## src/rtl/sdram_stream_scheduler_pkg.sv

```systemverilog
// Shared definitions for the SDRAM stream scheduler: controller command
// encodings, FSM state type and small sizing helpers.
package sdram_stream_scheduler_pkg;

  localparam logic [1:0] CMD_IDLE  = 2'd0;
  localparam logic [1:0] CMD_READ  = 2'd1;
  localparam logic [1:0] CMD_WRITE = 2'd2;

  localparam int unsigned READ_BURST_LENGTH = 8;

  typedef enum logic [1:0] {
    ST_IDLE  = 2'd0,
    ST_READ  = 2'd1,
    ST_WRITE = 2'd2
  } state_e;

  // Width needed to index n channels; never narrower than one bit.
  function automatic int unsigned idx_width(input int unsigned n);
    return (n > 1) ? $clog2(n) : 1;
  endfunction

endpackage

```

## src/rtl/sdram_stream_scheduler_rr_arbiter.sv

```systemverilog
// Combinational round-robin picker: grants the first requester found when
// scanning upward from the channel after last_i, wrapping at NUM_CHAN.
module rr_arbiter
  import sdram_stream_scheduler_pkg::*;
#(
  parameter int unsigned NUM_CHAN = 2,
  parameter int unsigned PTR_W    = idx_width(NUM_CHAN)
) (
  input  logic [NUM_CHAN-1:0] req_i,
  input  logic [PTR_W-1:0]    last_i,
  output logic [NUM_CHAN-1:0] grant_o
);

  // Scan priority order last_i+1, last_i+2, ... and keep only the first hit.
  always_comb begin : p_scan
    logic        found;
    int unsigned idx;
    grant_o = '0;
    found   = 1'b0;
    idx     = 0;
    for (int unsigned k = 1; k <= NUM_CHAN; k++) begin
      idx = (32'(last_i) + k) % NUM_CHAN;
      for (int unsigned c = 0; c < NUM_CHAN; c++) begin
        if (!found && (c == idx) && req_i[c]) begin
          grant_o[c] = 1'b1;
          found      = 1'b1;
        end
      end
    end
  end

endmodule

```

## src/rtl/sdram_stream_scheduler.sv

```systemverilog
// SDRAM stream scheduler: arbitrates NUM_CHAN read-burst / write-back-in-place
// streams onto one SDRAM controller command port. Each channel walks its own
// region; the region pointer advances only when a write-back burst completes.
module sdram_stream_scheduler
  import sdram_stream_scheduler_pkg::*;
#(
  parameter int unsigned                NUM_CHAN   = 2,
  parameter int unsigned                ADDR_W     = 22,
  parameter int unsigned                DATA_W     = 32,
  parameter int unsigned                CNT_W      = 8,
  parameter logic [NUM_CHAN*ADDR_W-1:0] CHAN_BASE  = {22'h20000, 22'h0},
  parameter logic [NUM_CHAN*ADDR_W-1:0] CHAN_LEN   = {22'd768000, 22'd96000},
  parameter logic [NUM_CHAN*CNT_W-1:0]  CHAN_BURST = {8'd64, 8'd8}
) (
  input  logic                       i_Clk,
  input  logic                       i_Rst_n,
  input  logic [NUM_CHAN-1:0]        i_Chan_En,
  input  logic [NUM_CHAN-1:0]        i_Rd_Empty,
  input  logic [NUM_CHAN-1:0]        i_Wb_Empty,
  input  logic [NUM_CHAN-1:0]        i_Wb_Full,
  input  logic [NUM_CHAN*DATA_W-1:0] i_Wb_Data,
  input  logic                       i_Data_Read_Valid,
  input  logic                       i_Data_Write_Done,
  input  logic                       i_SDRAM_Requested,
  output logic                       o_SDRAM_Yield,
  output logic [1:0]                 o_Command,
  output logic [ADDR_W-1:0]          o_Data_Address,
  output logic [DATA_W-1:0]          o_Data_Write,
  output logic [NUM_CHAN-1:0]        o_Rd_Wrreq,
  output logic [NUM_CHAN-1:0]        o_Wb_Rdreq,
  output logic [NUM_CHAN-1:0]        o_Region_Done
);

  localparam int unsigned CHW   = idx_width(NUM_CHAN);
  localparam int unsigned SUM_W = ADDR_W + 1;

  // Per-channel configuration unpacked from the packed parameters.
  logic [ADDR_W-1:0] base_w   [NUM_CHAN];
  logic [ADDR_W-1:0] len_w    [NUM_CHAN];
  logic [CNT_W-1:0]  bfld_w   [NUM_CHAN];
  logic [SUM_W-1:0]  bwords_w [NUM_CHAN];

  for (genvar g = 0; g < NUM_CHAN; g++) begin : g_cfg
    assign base_w[g] = CHAN_BASE[g*ADDR_W +: ADDR_W];
    assign len_w[g]  = CHAN_LEN[g*ADDR_W +: ADDR_W];
    assign bfld_w[g] = CHAN_BURST[g*CNT_W +: CNT_W];
    // A zero burst field stands for the full 2^CNT_W words, matching the
    // countdown which then starts at all-ones.
    assign bwords_w[g] = (bfld_w[g] == '0) ? (SUM_W'(1) << CNT_W)
                                           : SUM_W'(bfld_w[g]);
  end

  state_e            st_q,   st_d;
  logic [CHW-1:0]    chan_q, chan_d;
  logic [CHW-1:0]    last_q, last_d;
  logic [CNT_W-1:0]  cnt_q,  cnt_d;
  logic [ADDR_W-1:0] addr_q, addr_d;
  logic [ADDR_W-1:0] off_q  [NUM_CHAN];
  logic [ADDR_W-1:0] off_d  [NUM_CHAN];
  logic [NUM_CHAN-1:0] done_q, done_d;

  logic [NUM_CHAN-1:0] flush_req, fill_req, req, gnt;
  logic [CHW-1:0]      gnt_idx;
  logic [SUM_W-1:0]    off_sum;
  logic                off_wrap;

  assign flush_req = i_Chan_En & i_Wb_Full;
  assign fill_req  = i_Chan_En & i_Rd_Empty & i_Wb_Empty;
  assign req       = flush_req | fill_req;

  rr_arbiter #(
    .NUM_CHAN (NUM_CHAN),
    .PTR_W    (CHW)
  ) u_arb (
    .req_i   (req),
    .last_i  (last_q),
    .grant_o (gnt)
  );

  // Encode the one-hot grant into a channel index.
  always_comb begin
    gnt_idx = '0;
    for (int unsigned c = 0; c < NUM_CHAN; c++) begin
      if (gnt[c]) gnt_idx = CHW'(c);
    end
  end

  // Exact wrap: compare the one-bit-wider sum against the region length.
  assign off_sum  = SUM_W'(off_q[chan_q]) + bwords_w[chan_q];
  assign off_wrap = (off_sum == SUM_W'(len_w[chan_q]));

  assign o_SDRAM_Yield  = i_SDRAM_Requested && (st_q == ST_IDLE);
  assign o_Data_Address = addr_q;
  assign o_Data_Write   = i_Wb_Data[chan_q*DATA_W +: DATA_W];
  assign o_Region_Done  = done_q;

  // Command output is a pure decode of the current state.
  always_comb begin
    case (st_q)
      ST_READ:  o_Command = CMD_READ;
      ST_WRITE: o_Command = CMD_WRITE;
      default:  o_Command = CMD_IDLE;
    endcase
  end

  // Next-state logic: grant in IDLE, count beats in READ/WRITE, advance the
  // region pointer only on the last write-back beat.
  always_comb begin
    st_d       = st_q;
    chan_d     = chan_q;
    last_d     = last_q;
    cnt_d      = cnt_q;
    addr_d     = addr_q;
    off_d      = off_q;
    done_d     = '0;
    o_Rd_Wrreq = '0;
    o_Wb_Rdreq = '0;
    case (st_q)
      ST_IDLE: begin
        if (!i_SDRAM_Requested && (|req)) begin
          chan_d = gnt_idx;
          last_d = gnt_idx;
          cnt_d  = bfld_w[gnt_idx] - CNT_W'(1);
          addr_d = base_w[gnt_idx] + off_q[gnt_idx];
          st_d   = flush_req[gnt_idx] ? ST_WRITE : ST_READ;
        end
      end
      ST_READ: begin
        if (i_Data_Read_Valid) begin
          o_Rd_Wrreq[chan_q] = 1'b1;
          addr_d = addr_q + ADDR_W'(1);
          if (cnt_q == '0) begin
            st_d = ST_IDLE;
          end else begin
            cnt_d = cnt_q - CNT_W'(1);
          end
        end
      end
      ST_WRITE: begin
        if (i_Data_Write_Done) begin
          o_Wb_Rdreq[chan_q] = 1'b1;
          addr_d = addr_q + ADDR_W'(1);
          if (cnt_q == '0) begin
            st_d = ST_IDLE;
            if (off_wrap) begin
              off_d[chan_q]  = '0;
              done_d[chan_q] = 1'b1;
            end else begin
              off_d[chan_q] = off_sum[ADDR_W-1:0];
            end
          end else begin
            cnt_d = cnt_q - CNT_W'(1);
          end
        end
      end
      default: st_d = ST_IDLE;
    endcase
  end

  // State and datapath registers with synchronous active-low reset.
  always_ff @(posedge i_Clk) begin
    if (!i_Rst_n) begin
      st_q   <= ST_IDLE;
      chan_q <= '0;
      last_q <= CHW'(NUM_CHAN - 1);
      cnt_q  <= '0;
      addr_q <= '0;
      done_q <= '0;
      for (int unsigned c = 0; c < NUM_CHAN; c++) off_q[c] <= '0;
    end else begin
      st_q   <= st_d;
      chan_q <= chan_d;
      last_q <= last_d;
      cnt_q  <= cnt_d;
      addr_q <= addr_d;
      done_q <= done_d;
      for (int unsigned c = 0; c < NUM_CHAN; c++) off_q[c] <= off_d[c];
    end
  end

endmodule

```

## config.mk

```make
export PLATFORM = sky130hd
export DESIGN_NAME = sdram_stream_scheduler
export DESIGN_NICKNAME = d
export VERILOG_FILES = /design/src/rtl/sdram_stream_scheduler_pkg.sv /design/src/rtl/sdram_stream_scheduler_rr_arbiter.sv /design/src/rtl/sdram_stream_scheduler.sv
export SDC_FILE = /design/constraint.sdc
export NUM_CORES = 1
export LEC_CHECK = 0
export BUFFER_PORTS_ARGS = -buffer_cell sky130_fd_sc_hd__buf_2
export CAP_MARGIN = 5
export CELL_PAD_IN_SITES_DETAIL_PLACEMENT = 0
export CELL_PAD_IN_SITES_GLOBAL_PLACEMENT = 1
export CORE_UTILIZATION = 43
export CTS_BUF_LIST = sky130_fd_sc_hd__clkbuf_8
export CTS_CLUSTER_DIAMETER = 40
export DETAILED_ROUTE_END_ITERATION = 12
export HOLD_SLACK_MARGIN = 0.1
export PLACE_DENSITY = 0.95
export SLEW_MARGIN = 20
export SYNTH_ARGS = -nofsm -noshare
export SYNTH_HDL_FRONTEND = slang
export SYNTH_SLANG_ARGS = --single-unit
```

## constraint.sdc

```tcl
create_clock -name i_Clk -period 14.6 [get_ports i_Clk]
set_clock_uncertainty 0.05 [all_clocks]
set_input_delay 0.73 -clock i_Clk [delete_from_list [all_inputs] [get_ports i_Clk]]
set_output_delay 0.73 -clock i_Clk [all_outputs]
set_load 0.01 [all_outputs]
```

; ---- After elaboration in Yosys (flattened, before gate mapping)
; Index checks and enable logic that the tools add are counted.
[word_totals]
reg_bits = 80
output_inout_bits = 63
input_bits = 77
elab_cells = 114
[classes]
n_eq_ne = 6
n_lt_le_gt_ge = 6
mux = 52
n_bitwise = 8
n_reduce_logical = 26
n_shift = 1
n_addsub = 7
[ops]
columns = cell, count
row1 = $mux 22, 14
row2 = $pmux 22 s3, 1
row3 = $logic_not 32->1, 2
row4 = $shiftx 64x7->32, 1
row5 = $mux 8, 6
row6 = $mux 23, 2
row7 = $and 44x44->44, 1
row8 = $bwmux 44, 1
row9 = $mux 44, 1
row10 = $not 44->44, 1
row11 = $pmux 8 s3, 1
row12 = $add 22x23->23, 1
row13 = $eq 23x22->1, 1
row14 = $add 22x1->22 const B, 1
row15 = $add 22x22->22, 1
row16 = $demux 22 s1, 1
row17 = $mux 20, 1
row18 = $mux 18, 1
row19 = $mux 2, 9
row20 = $sub 8x1->8 const B, 2
row21 = $mux 7, 2
row22 = $logic_and 1x1->1, 11
row23 = $mux 1, 9
row24 = $logic_not 8->1, 1
row25 = 23 further kinds, 34

; ---- Depth between registers and ports, before layout
; Gate-level depths: netlist (run 1).
[logic_depth]
ltp_word = 25
ltp_mapped = 23
ltp_nobuf = 15

; ---- Hierarchy
; Synthesis (run 1) repeated with hierarchy kept, for this count alone.
[hier_totals]
cells_unflattened = 618
area_unflattened_um2 = 5312.6
[by_module_without_submodules]
columns = module, instances, cells_per_inst, seq_area_each_um2, area_each_um2
row1 = sdram_stream_scheduler, 1, 615, 1601.5, 5293.8
row2 = rr_arbiter, 1, 3, 0.0, 18.8

; ---- Worst setup path before layout (run 1)
; Ideal clock, no wire load.
[synth_timing]
path_kind = register -> register
start = register chan_q
end = register off_q[10] (netlist bit)
slack_ps = 9595
setup_ps = 115
stages_incl_launch_ff = 24
t_required_ps = 14435
path_buffers = 8
period_less_slack_ps = 5005
arrival_time_ps = 4839
path_cell_list = dfxtp_1 > buf_6 > buf_6 > buf_6 > clkbuf_1 > buf_1 > buf_2 > mux2_2 > ha_1 > nand2_1 > o21ai_2 > and3_1 > buf_6 > nand4_1 > nor2_1 > xnor2_1 > ha_1 > nor4b_1 > nand3_1 > nor2_1 > nand4b_1 > nor4_4 > buf_6 > o21ai_2
[synth_via]
elab_chain_len = 8
elab_cells_between_ends = 21
classes_between = add/sub: 1 / order compare: 2 / eq/ne: 1 / mux: 13 / bitwise: 3 / reduce/logical: 1
[synth_rtl]
columns = element, line_no
row1 = from (decl), sdram_stream_scheduler.sv:54  ; logic [CHW-1:0] chan_q, chan_d;
row2 = from (signal assigned), sdram_stream_scheduler.sv:172  ; chan_q <= chan_d;
row3 = $not 1->2 (implied by the code) *, --
row4 = "parallel branches: the longest is 6 deep, another holds $add 22x23->23", --
row5 = $mux 44 *, sdram_stream_scheduler.sv:145  ; if (off_wrap) begin
row6 = to (decl), sdram_stream_scheduler.sv:58  ; logic [ADDR_W-1:0] off_q [NUM_CHAN];
; Every way passes the cells marked *. The select of a mux whose other input is x is not followed.
; A chain may end at the register's enable or synchronous reset.

; ---- Worst setup path in the final report (run 1)
[layout_timing]
start = register chan_q
end = register off_q[5] (netlist bit)
; The elaborated chain is that of the path after synthesis.

==> results, run 1 <==
- Gates resized during post-CTS repair numbered 0.
- Of the total synthesized cell area, the portion taken by full adders, half adders and majority gates is about 6%.
- In this run the most used layer during global routing was met2.
- The area enclosed by the die boundary is 0.0134 mm2.
- Max-cap violations in this run came to 0.
- The TritonCTS clock tree is built.
- Clock-pin slew was measured on the worst setup and hold paths at roughly 0.090 ns.
- Detailed placement finished with a half-perimeter wire length of 11200 um.
- The number of antenna violations at the first check in global routing is 0.
- The switching share of power is around two fifths.
- In this run the standard cell core region covers ~0.013 mm2.
- In the synthesized netlist the async set-or-reset flop fraction comes to 0%.
- The per-cell via count in the routed design is 5.57.
- The number of nets with antenna violations after routing is 0.
- The remaining max-slew budget at the tightest pin is 32.6%.
- The slew at the pin closest to its max-slew limit is between 1 and 1.5 ns.
- The clock drives 80 sinks.
- Once routing completed, OpenROAD measured the worst setup slack at about 10 ns.
- The synthesis warning total is 0.
- The horizontal die dimension is approximately 120 um.
- The clock tree root buffer cell is sky130_fd_sc_hd__clkbuf_8.
- The final number of hold-violating endpoints is 0.
- The sum of buffers and inverters on the critical path is 1.
- The final clock period utilization by the worst path is 30.6%.
- The dominant register cell in the synthesized netlist is sky130_fd_sc_hd__dfxtp_1.
- The floorplan step set the die height to roughly 120 um.
- The first detailed-routing pass ran for 5 iterations.
- The total of fill cells in the finished design is approximately 1300.
- The cell with the most instances after synthesis is sky130_fd_sc_hd__nand2_1.
- The flop and latch count out of synthesis is 80.
- Sequential cells account for between 30% and 40% of the total power.
- The total power density per cell area is between 100 and 150 mW/mm2.
- The worst setup path is launched from a flop.
- Prior to clock tree synthesis, the placed netlist has a worst setup slack of between 10 and 15 ns.
- The length in cells of the worst reg-to-reg path is 16.
- The signal on the critical path passes through mux2_2, ha_1, nand2_1, o21ai_2, and3_1, nand4_1, nor2_1, xnor2_1, ha_1, nor4b_1, nand3_1, nor2_1, nand4b_1, nor4_4, buf_4, o41ai_1.
- Counting along the longest clock path gives a buffer depth of 2.
- Setup violations remaining at the end of the flow were counted as 0.
- The number of global-route vias before repair came to slightly below 5000.
- The number of rows in the core area is slightly above 40.
- Once the clock tree was built, the setup fixing pass inserted 0 buffers.
- The part of the power in the clock network is between 20% and 30%.
- The synthesized design spends more area on one cell type than any other, namely sky130_fd_sc_hd__dfxtp_1.
- Counting I/O delays and the setup requirement, the final critical path takes between 4 and 5 ns.
- The worst setup path is captured at a flop.
- The met2 usage in global routing is 37.5%.
- After synthesis, the largest family of logic cells by area is simple AND/OR/NAND/NOR gates.
- The cell count after synthesis came out at 699.
- The classification of the worst-slack hold path is reg -> reg.
- The number of max-slew violations in the final report is 0.
- The number of clock buffers added by TritonCTS is 9.
- The area growth from synthesis to layout is 18.2%.
- The routability-driven placement congestion ratio is 0.866.
- Global routing used roughly a third of the available met1 tracks.
- In the synthesized netlist, mux cells make up approximately an eighth of the area.
- Input and output buffers added on the ports amount to roughly 140.
- The initial standard-cell utilization of the core is between 40% and 50%.
- The cell family with the largest share of critical-path delay is simple AND/OR/NAND/NOR gates.
- After synthesis, the cell types taking the most area are sky130_fd_sc_hd__dfxtp_1, sky130_fd_sc_hd__nand2_1, sky130_fd_sc_hd__mux2_2.
- The final layout contains routed wiring with a total length of ~15000 um.
- The first routing iteration left around 480 violations.
- The share of synthesized cell area in and, or, nand and nor gates is 27.1%.
- The leakage power is 2.66 nW.
- The routed via count is 5518.
- The instance count on the critical path is 16.
- The largest individual stage delay along the critical path comes from the cell sky130_fd_sc_hd__nor4_4.
- For the worst setup path, the data arrival time is about 4.6 ns.
- Along the worst path, the maximum fanout reaches 24.
- The power spent charging and discharging nets is 327 uW.
- The worst hold path passes through 2 cells.
- The critical path is of the reg -> reg type.
- After Yosys synthesis, XOR and XNOR cells account for 3.41% of the synthesized area.
- The number of enable-type register cells in the synthesized netlist is 0.
- Combinational cells account for 41.6% of the total power.
- The number of distinct library cell variants in the gate-level netlist after synthesis is 69.
- Of the synthesized area, sequential elements account for between 20 and 30%.
- The design internal power is around 470 uW.
- The run finished with clean final reports.
- The complex-gate fraction of the synthesized area is a little under a fifth.
- The commonest cells after synthesis are sky130_fd_sc_hd__nand2_1, sky130_fd_sc_hd__dfxtp_1, sky130_fd_sc_hd__nand3_1, sky130_fd_sc_hd__nor2_1.
- The first global-routing pass estimated about 25000 um of wire.
- In this design, the stage delay of the slowest critical-path cell is a little over 0.6 ns.
- After detailed routing, the number of remaining DRC violations is 0.
- The H-tree was split into 3 levels.
- Entering global routing, the biggest net connects 67 pins.
- The maximum vdd drop is between 0.07 and 0.08 mV.
- After detailed routing, the average wire length per cell comes to between 15 and 20 um.
- During I/O placement, the number of pins put on the boundary was 140.
- STA puts the critical path data required time at around 15 ns.
- Adding up every negative setup slack in the final design gives 0 ns.
- The met3 layer usage reported by global route is about 3.6%.
- Timing would allow up to 224 MHz.
- For this run, the total global-route usage over all layers was measured as between 20% and 30%.
- The number of antenna diodes in the final layout is 0.
- The clock insertion delay at the later pin of the skew report is about 0.36 ns.
- The number of nets in the synthesized netlist is ~800.
- The hold buffer count at cts is 0.
- Setup repair after global routing left no endpoint under its margin.
- Cells with a size suffix above 1 make up between 20 and 30% of the layout.
- In this run the mean area of a mapped cell was approximately 8 um2.
- The total overflow left after global routing is 0.
- The final-stage net count is a little over 900.
- The area of the mapped netlist is about 0.0056 mm2.
- The proportion of netlist area held by the largest area contributor is 28.7%.
[logic make-up after synthesis]
group / count (synthesis)
simple gates: 294
compound gates: 160
buf+inv: 59
fa+ha+maj: 26
flops: 80
mux: 60
xor+xnor: 20
[flip-flops by register name, indices dropped and copies added, names as in the netlist]
register,cells
st_q,2
o_Data_Address,22
last_q,1
chan_q,1
cnt_q,8
o_Region_Done,2
off_q,44
[worst register-to-register path, stage by stage, from the launching register on]
cell	delay [ns]
sky130_fd_sc_hd__dfxtp_4	0.54
sky130_fd_sc_hd__mux2_2	0.38
sky130_fd_sc_hd__ha_1	0.32
sky130_fd_sc_hd__nand2_1	0.07
sky130_fd_sc_hd__o21ai_2	0.19
sky130_fd_sc_hd__and3_1	0.32
sky130_fd_sc_hd__nand4_1	0.19
sky130_fd_sc_hd__nor2_1	0.17
sky130_fd_sc_hd__xnor2_1	0.12
sky130_fd_sc_hd__ha_1	0.32
sky130_fd_sc_hd__nor4b_1	0.25
sky130_fd_sc_hd__nand3_1	0.11
sky130_fd_sc_hd__nor2_1	0.12
sky130_fd_sc_hd__nand4b_1	0.15
sky130_fd_sc_hd__nor4_4	0.62
sky130_fd_sc_hd__buf_4	0.33
sky130_fd_sc_hd__o41ai_1	0.08
[power groups by stage]
stage                     registers, mW  logic, mW  clock network, mW
after floorplan                   0.283      0.233                  0
after global placement            0.282      0.326                  0
after detailed placement          0.283      0.327                  0
after CTS                         0.277      0.328              0.188
after global routing              0.284      0.370              0.201
final                             0.278      0.331              0.186
[metrics by stage]
| stage | hold WS (ns) | total power [mW] | std cells | area (um2) | util (%) |
|---|---|---|---|---|---|
| 5_1_grt | 0.459 | 0.855 | 991 | 6590 | 52.3 |
| 3_5_place_dp | 0.421 | 0.609 | 975 | 6360 | 50.4 |
| 6_report | 0.429 | 0.796 | 991 | 6590 | 52.3 |
| 4_1_cts | 0.432 | 0.794 | 991 | 6580 | 52.2 |
| 2_1_floorplan | 0.391 | 0.516 | 699 | 5580 | - |
| 3_3_place_gp | 0.407 | 0.607 | 975 | 6360 | 50.4 |
[metal layers]
| layer | part of all wire [%] | vias to the layer above |
|---|---|---|
| met4 | 1.1 | 0 |
| li1 | - | 2754 |
| met1 | 48 | 2564 |
| met3 | 5.1 | 14 |
| met5 | 0 | - |
| met2 | 46 | 186 |
[worst paths after layout]
kind / from / end / slack, ns
worst min-delay path: off_q[4] / off_q[4] / 0.43
worst max-delay path: chan_q / off_q[5] / 10.14
worst max register to register: chan_q / off_q[5] / 10.14
worst min register to register: off_q[4] / off_q[4] / 0.43
[layout by cell type, fill, tap and decap left out, types with 9 or more instances in the layout]
master                       n
sky130_fd_sc_hd__inv_1      16
sky130_fd_sc_hd__o21ai_0    39
sky130_fd_sc_hd__mux2_2     35
sky130_fd_sc_hd__nand2_1   107
sky130_fd_sc_hd__a21oi_1    39
sky130_fd_sc_hd__buf_2     139
sky130_fd_sc_hd__nor3_1     11
sky130_fd_sc_hd__and2_1     13
sky130_fd_sc_hd__xor2_1      9
sky130_fd_sc_hd__clkbuf_8   10
sky130_fd_sc_hd__mux2i_1    23
sky130_fd_sc_hd__ha_1       26
sky130_fd_sc_hd__nor2_1     42
sky130_fd_sc_hd__xnor2_1     9
sky130_fd_sc_hd__dfxtp_1    79
sky130_fd_sc_hd__or3_1       9
sky130_fd_sc_hd__o21ai_2    11
sky130_fd_sc_hd__nand3_1    49
[final cells by class]
class                      instances  area, um2  area share [%]
clock buffer                      10        138            2.09
clock inverter                     6       82.6            1.25
inverter                          17       63.8           0.968
multi-input combinational        560       3740            56.7
sequential                        80       1610            24.3
tap                              172        215            3.26
timing repair buffer             146        748            11.3
No activity file was read; power rests on OpenSTA's default activity.
==> inputs of run 2 (changes only) <==
--- a/config.mk
+++ b/config.mk
@@ -9,12 +9,12 @@
 export CAP_MARGIN = 5
 export CELL_PAD_IN_SITES_DETAIL_PLACEMENT = 0
 export CELL_PAD_IN_SITES_GLOBAL_PLACEMENT = 1
-export CORE_UTILIZATION = 43
+export CORE_UTILIZATION = 36
 export CTS_BUF_LIST = sky130_fd_sc_hd__clkbuf_8
 export CTS_CLUSTER_DIAMETER = 40
 export DETAILED_ROUTE_END_ITERATION = 12
 export HOLD_SLACK_MARGIN = 0.1
-export PLACE_DENSITY = 0.95
+export PLACE_DENSITY = 0.87
 export SLEW_MARGIN = 20
 export SYNTH_ARGS = -nofsm -noshare
 export SYNTH_HDL_FRONTEND = slang
==> constraint.sdc (replaced) <==
create_clock -name i_Clk -period 3.82 [get_ports i_Clk]
set_clock_uncertainty 0.05 [all_clocks]
set_input_delay 0.191 -clock i_Clk [delete_from_list [all_inputs] [get_ports i_Clk]]
set_output_delay 0.191 -clock i_Clk [all_outputs]
set_load 0.01 [all_outputs]
==> run 2 against run 1 <==
Net effect:
- register-to-register slack got worse by 9.9 ns
- fmax increased by 24%
- sequential share of layout area decreased by 0.45 points
- critical endpoint is now o_Region_Done[1]
- cell count increased by 2.9%
- global-route usage decreased by 3.4 points
==> results, run 2 (same netlist as run 1, synthesis figures left out) <==
- The flip-flop and latch area is 0.00161 mm2 (unchanged).
- The critical path capture point type is a flop (unchanged).
- The share of power burned in registers is 35.9% (was 35.0%).
- The TritonCTS clock tree is built (unchanged).
- The classification of the worst-slack hold path is in -> reg (was reg -> reg).
- The routability-driven placement congestion ratio is 0.905 (was 0.866).
- The number of rows in the core area is 45 (was 41).
- The number of cells in the finished layout apart from fillers is 1020 (was 991).
- The part of the power in the clock network is 20.4% (was 23.4%).
- The critical path's largest stage delay is 0.41 ns (was 0.62 ns).
- The part of the power in combinational logic is 43.6% (was 41.6%).
- The power spent charging and discharging nets is 1.24 mW (was 327 uW).
- The number of nets with antenna violations after routing came to 0 (unchanged).
- The routed via count is 5598 (was 5518).
- The count of inserted antenna diode cells came to 0 (unchanged).
- The most common cell after layout, fill and taps aside is sky130_fd_sc_hd__buf_2 (unchanged).
- The die extent in y was 126 um (was 116 um).
- The cell count after placement is 1002 (was 975).
- The leakage power is 2.73 nW (was 2.66 nW).
- The register-to-register setup slack came to 0.22 ns (was 10.14 ns).
- The routed wirelength normalized by instance count is 15.7 um (was 15.6 um).
- The endpoint required time on the critical path came to 4.09 ns (was 14.78 ns).
- The area growth from synthesis to layout was 20.5% (was 18.2%).
- The clock net sink count was 80 (unchanged).
- The maximum level of the CTS H-tree came to 3 (unchanged).
- The area enclosed by the die boundary is 0.0160 mm2 (was 0.0134 mm2).
- The switching share of power is 41.9% (was 41.1%).
- The buffer levels on the longest clock path is 2 (unchanged).
- The initial standard-cell utilization of the core is 36.8% (was 44.2%).
- The total of fill cells in the finished design came to 1553 (was 1272).
- The boundary pin count is 140 (unchanged).
- The maximum vdd drop is 0.287 mV (was 0.0739 mV).
- The core box area is 0.0151 mm2 (was 0.0126 mm2).
- The final clock period utilization by the worst path is 94.4% (was 30.6%).
- The HPWL reported at the end of detailed placement was 11600 um (was 11200 um).
- The horizontal die dimension is 126 um (was 116 um).
- The total power density per cell area is 440 mW/mm2 (was 121 mW/mm2).
- The cell family with the largest share of critical-path delay is simple AND/OR/NAND/NOR gates (unchanged).
- Leading cell types in the layout, fill and taps excluded: sky130_fd_sc_hd__buf_2, sky130_fd_sc_hd__nand2_1, sky130_fd_sc_hd__dfxtp_1, sky130_fd_sc_hd__nand3_1, sky130_fd_sc_hd__nor2_1 (unchanged).
- The number of max-slew violations in the final report is 0 (unchanged).
- The footprint of the multi-input gates came to 0.00378 mm2 (was 0.00374 mm2).
- The final routed DRC violation total is 0 (unchanged).
- The clock-pin slew of the registers on the worst-case setup and hold paths was 0.09 ns (about the same).
- The number of maximum-capacitance constraint violations was 0 (unchanged).
- Crit-path cells: mux2_4, ha_4, nand2_2, o21ai_2, and3_4, nand4_1, nor2_1, xnor2_1, ha_1, nor4bb_2, nand4_1, nor2_1, nand4b_1, nor4_4, buf_4, and3_1 (was mux2_2, ha_1, nand2_1, o21ai_2, and3_1, nand4_1, nor2_1, xnor2_1, ha_1, nor4b_1, nand3_1, nor2_1, nand4b_1, nor4_4, buf_4, o41ai_1).
- The number of iterations in the first detailed-routing pass came to 4 (was 5).
- The number of flip-flops under the largest register name came to 44 (unchanged).
- The number of antenna violations at the first check in global routing is 0 (unchanged).
- The design internal power is 1.72 mW (was 469 uW).
- The port buffer count is 139 (unchanged).
- The clock insertion delay at the later pin of the skew report was 0.38 ns (was 0.36 ns).
- The all-layer global routing usage came to 19.9% (was 23.3%).
- The sum of buffers and inverters on the critical path is 1 (unchanged).
- The top register by number of flip-flops is off_q (unchanged).
- Result of the run: completed (unchanged).
- The critical path class is reg -> reg (unchanged).
- The final number of hold-violating endpoints was 0 (unchanged).
- The number of violations reported at the end of detailed-routing iteration 0 is 402 (was 479).
- The final-stage net count was 930 (was 917).
- The post-route setup TNS is 0 ns (unchanged).
- The share of layout cells above drive strength 1 is 29.4% (was 28.0%).
- The wire length after detailed routing is 16000 um (was 15400 um).
- The startpoint kind of the worst setup timing path is a flop (unchanged).
- The slowest cell on the critical path is sky130_fd_sc_hd__dfxtp_4 (was sky130_fd_sc_hd__nor4_4).
- The end-of-flow core utilization is 44.4% (was 52.3%).
- The arrival time of the worst setup path is 3.87 ns (was 4.64 ns).
- Setup repair after global routing missed its margin: false (unchanged).
- The remaining max-slew budget at the tightest pin is 39.6% (was 32.6%).
- The clock tree root buffer cell is sky130_fd_sc_hd__clkbuf_8 (unchanged).
- The largest fanout on the critical path is 10 (was 24).
- The per-cell via count in the routed design is 5.49 (was 5.57).
- The maximum clock frequency is 277 MHz (was 224 MHz).
- The global-route wire length before repair came to 25500 um (was 24800 um).
- The setup-violating endpoint count in the final report is 0 (unchanged).
- The slew at the pin closest to its max-slew limit is 0.907 ns (was 1.01 ns).
- The number of global-route vias before repair came to 4991 (was 4917).
- The sum of overflow across all layers after global routing was 0 (unchanged).
- The TritonCTS buffer count is 9 (unchanged).
- The maximum number of pins on one net before global-route repair came to 47 (was 67).
- The time the final worst path needs with I/O delays and setup is 3.60 ns (was 4.46 ns).
run 2: cell types whose count changed in the layout (fill, tap and decap cells not counted), sizes merged:
cell / change
buf: +12
inv: +3
bufinv: -1
clkbuf: -1
clkinvlp: -1
dlygate4sd3: +1
run 2: layer usage:
layer  share of wire [%]  track usage, %  vias to the layer above
met5                   0               0                        -
met4                 1.7            5.46                        0
met3                 6.3            4.77                       19
met2                  43            29.8                      192
met1                  49            28.4                     2618
li1                    -               -                     2769
run 2: layout make-up:
type	instances	area share, %
Clock buffer	9	1.84
Clock inverter	7	0.838
Inverter	17	0.950
Multi-Input combinational cell	560	56.2
Sequential cell	80	23.9
Tap cell	188	3.50
Timing Repair Buffer	159	12.7
run 2: path summary, 6_finish.rpt:
kind	from	end	depth (start not counted)
max	chan_q	o_Region_Done[1]	16
min	i_Wb_Full[0]	st_q[0]	4
max reg2reg	chan_q	o_Region_Done[1]	16
min reg2reg	off_q[21]	off_q[21]	2
run 2: power by group through the flow:
stage	sequential (mW)	clock, mW	combinational [mW]
finish	1.06	0.605	1.29
global route	1.08	0.657	1.43
CTS	1.06	0.621	1.28
detailed placement	1.08	0	1.28
global placement	1.08	0	1.27
floorplan	1.08	0	0.897
run 2: stage by stage:
step | power (mW) | hold WS (ns) | worst slack [ns] | instance area [um2]
global route | 3.17 | 0.191 | 0.0208 | 6720
CTS | 2.96 | 0.166 | 0.101 | 6690
detailed placement | 2.36 | 0.421 | 0.117 | 6500
floorplan | 1.98 | 0.391 | -0.419 | 5640
global placement | 2.35 | 0.414 | 0.209 | 6500
finish | 2.96 | 0.182 | 0.216 | 6720
run 2: timing repair:
| action | CTS | global route |
|---|---|---|
| setup endpoints to repair | 0 | 28 |
| endpoints found under the hold margin | 1 | 0 |
| setup buffers | 0 | 1 |
| resized for setup | 0 | 6 |
| hold buffers | 1 | 0 |
run 2: tightest hold or removal path, cell delays in order:
cell,delay (ns)
sky130_fd_sc_hd__buf_2,0.09
sky130_fd_sc_hd__a31o_2,0.15
sky130_fd_sc_hd__o31a_1,0.11
sky130_fd_sc_hd__nor2_1,0.03
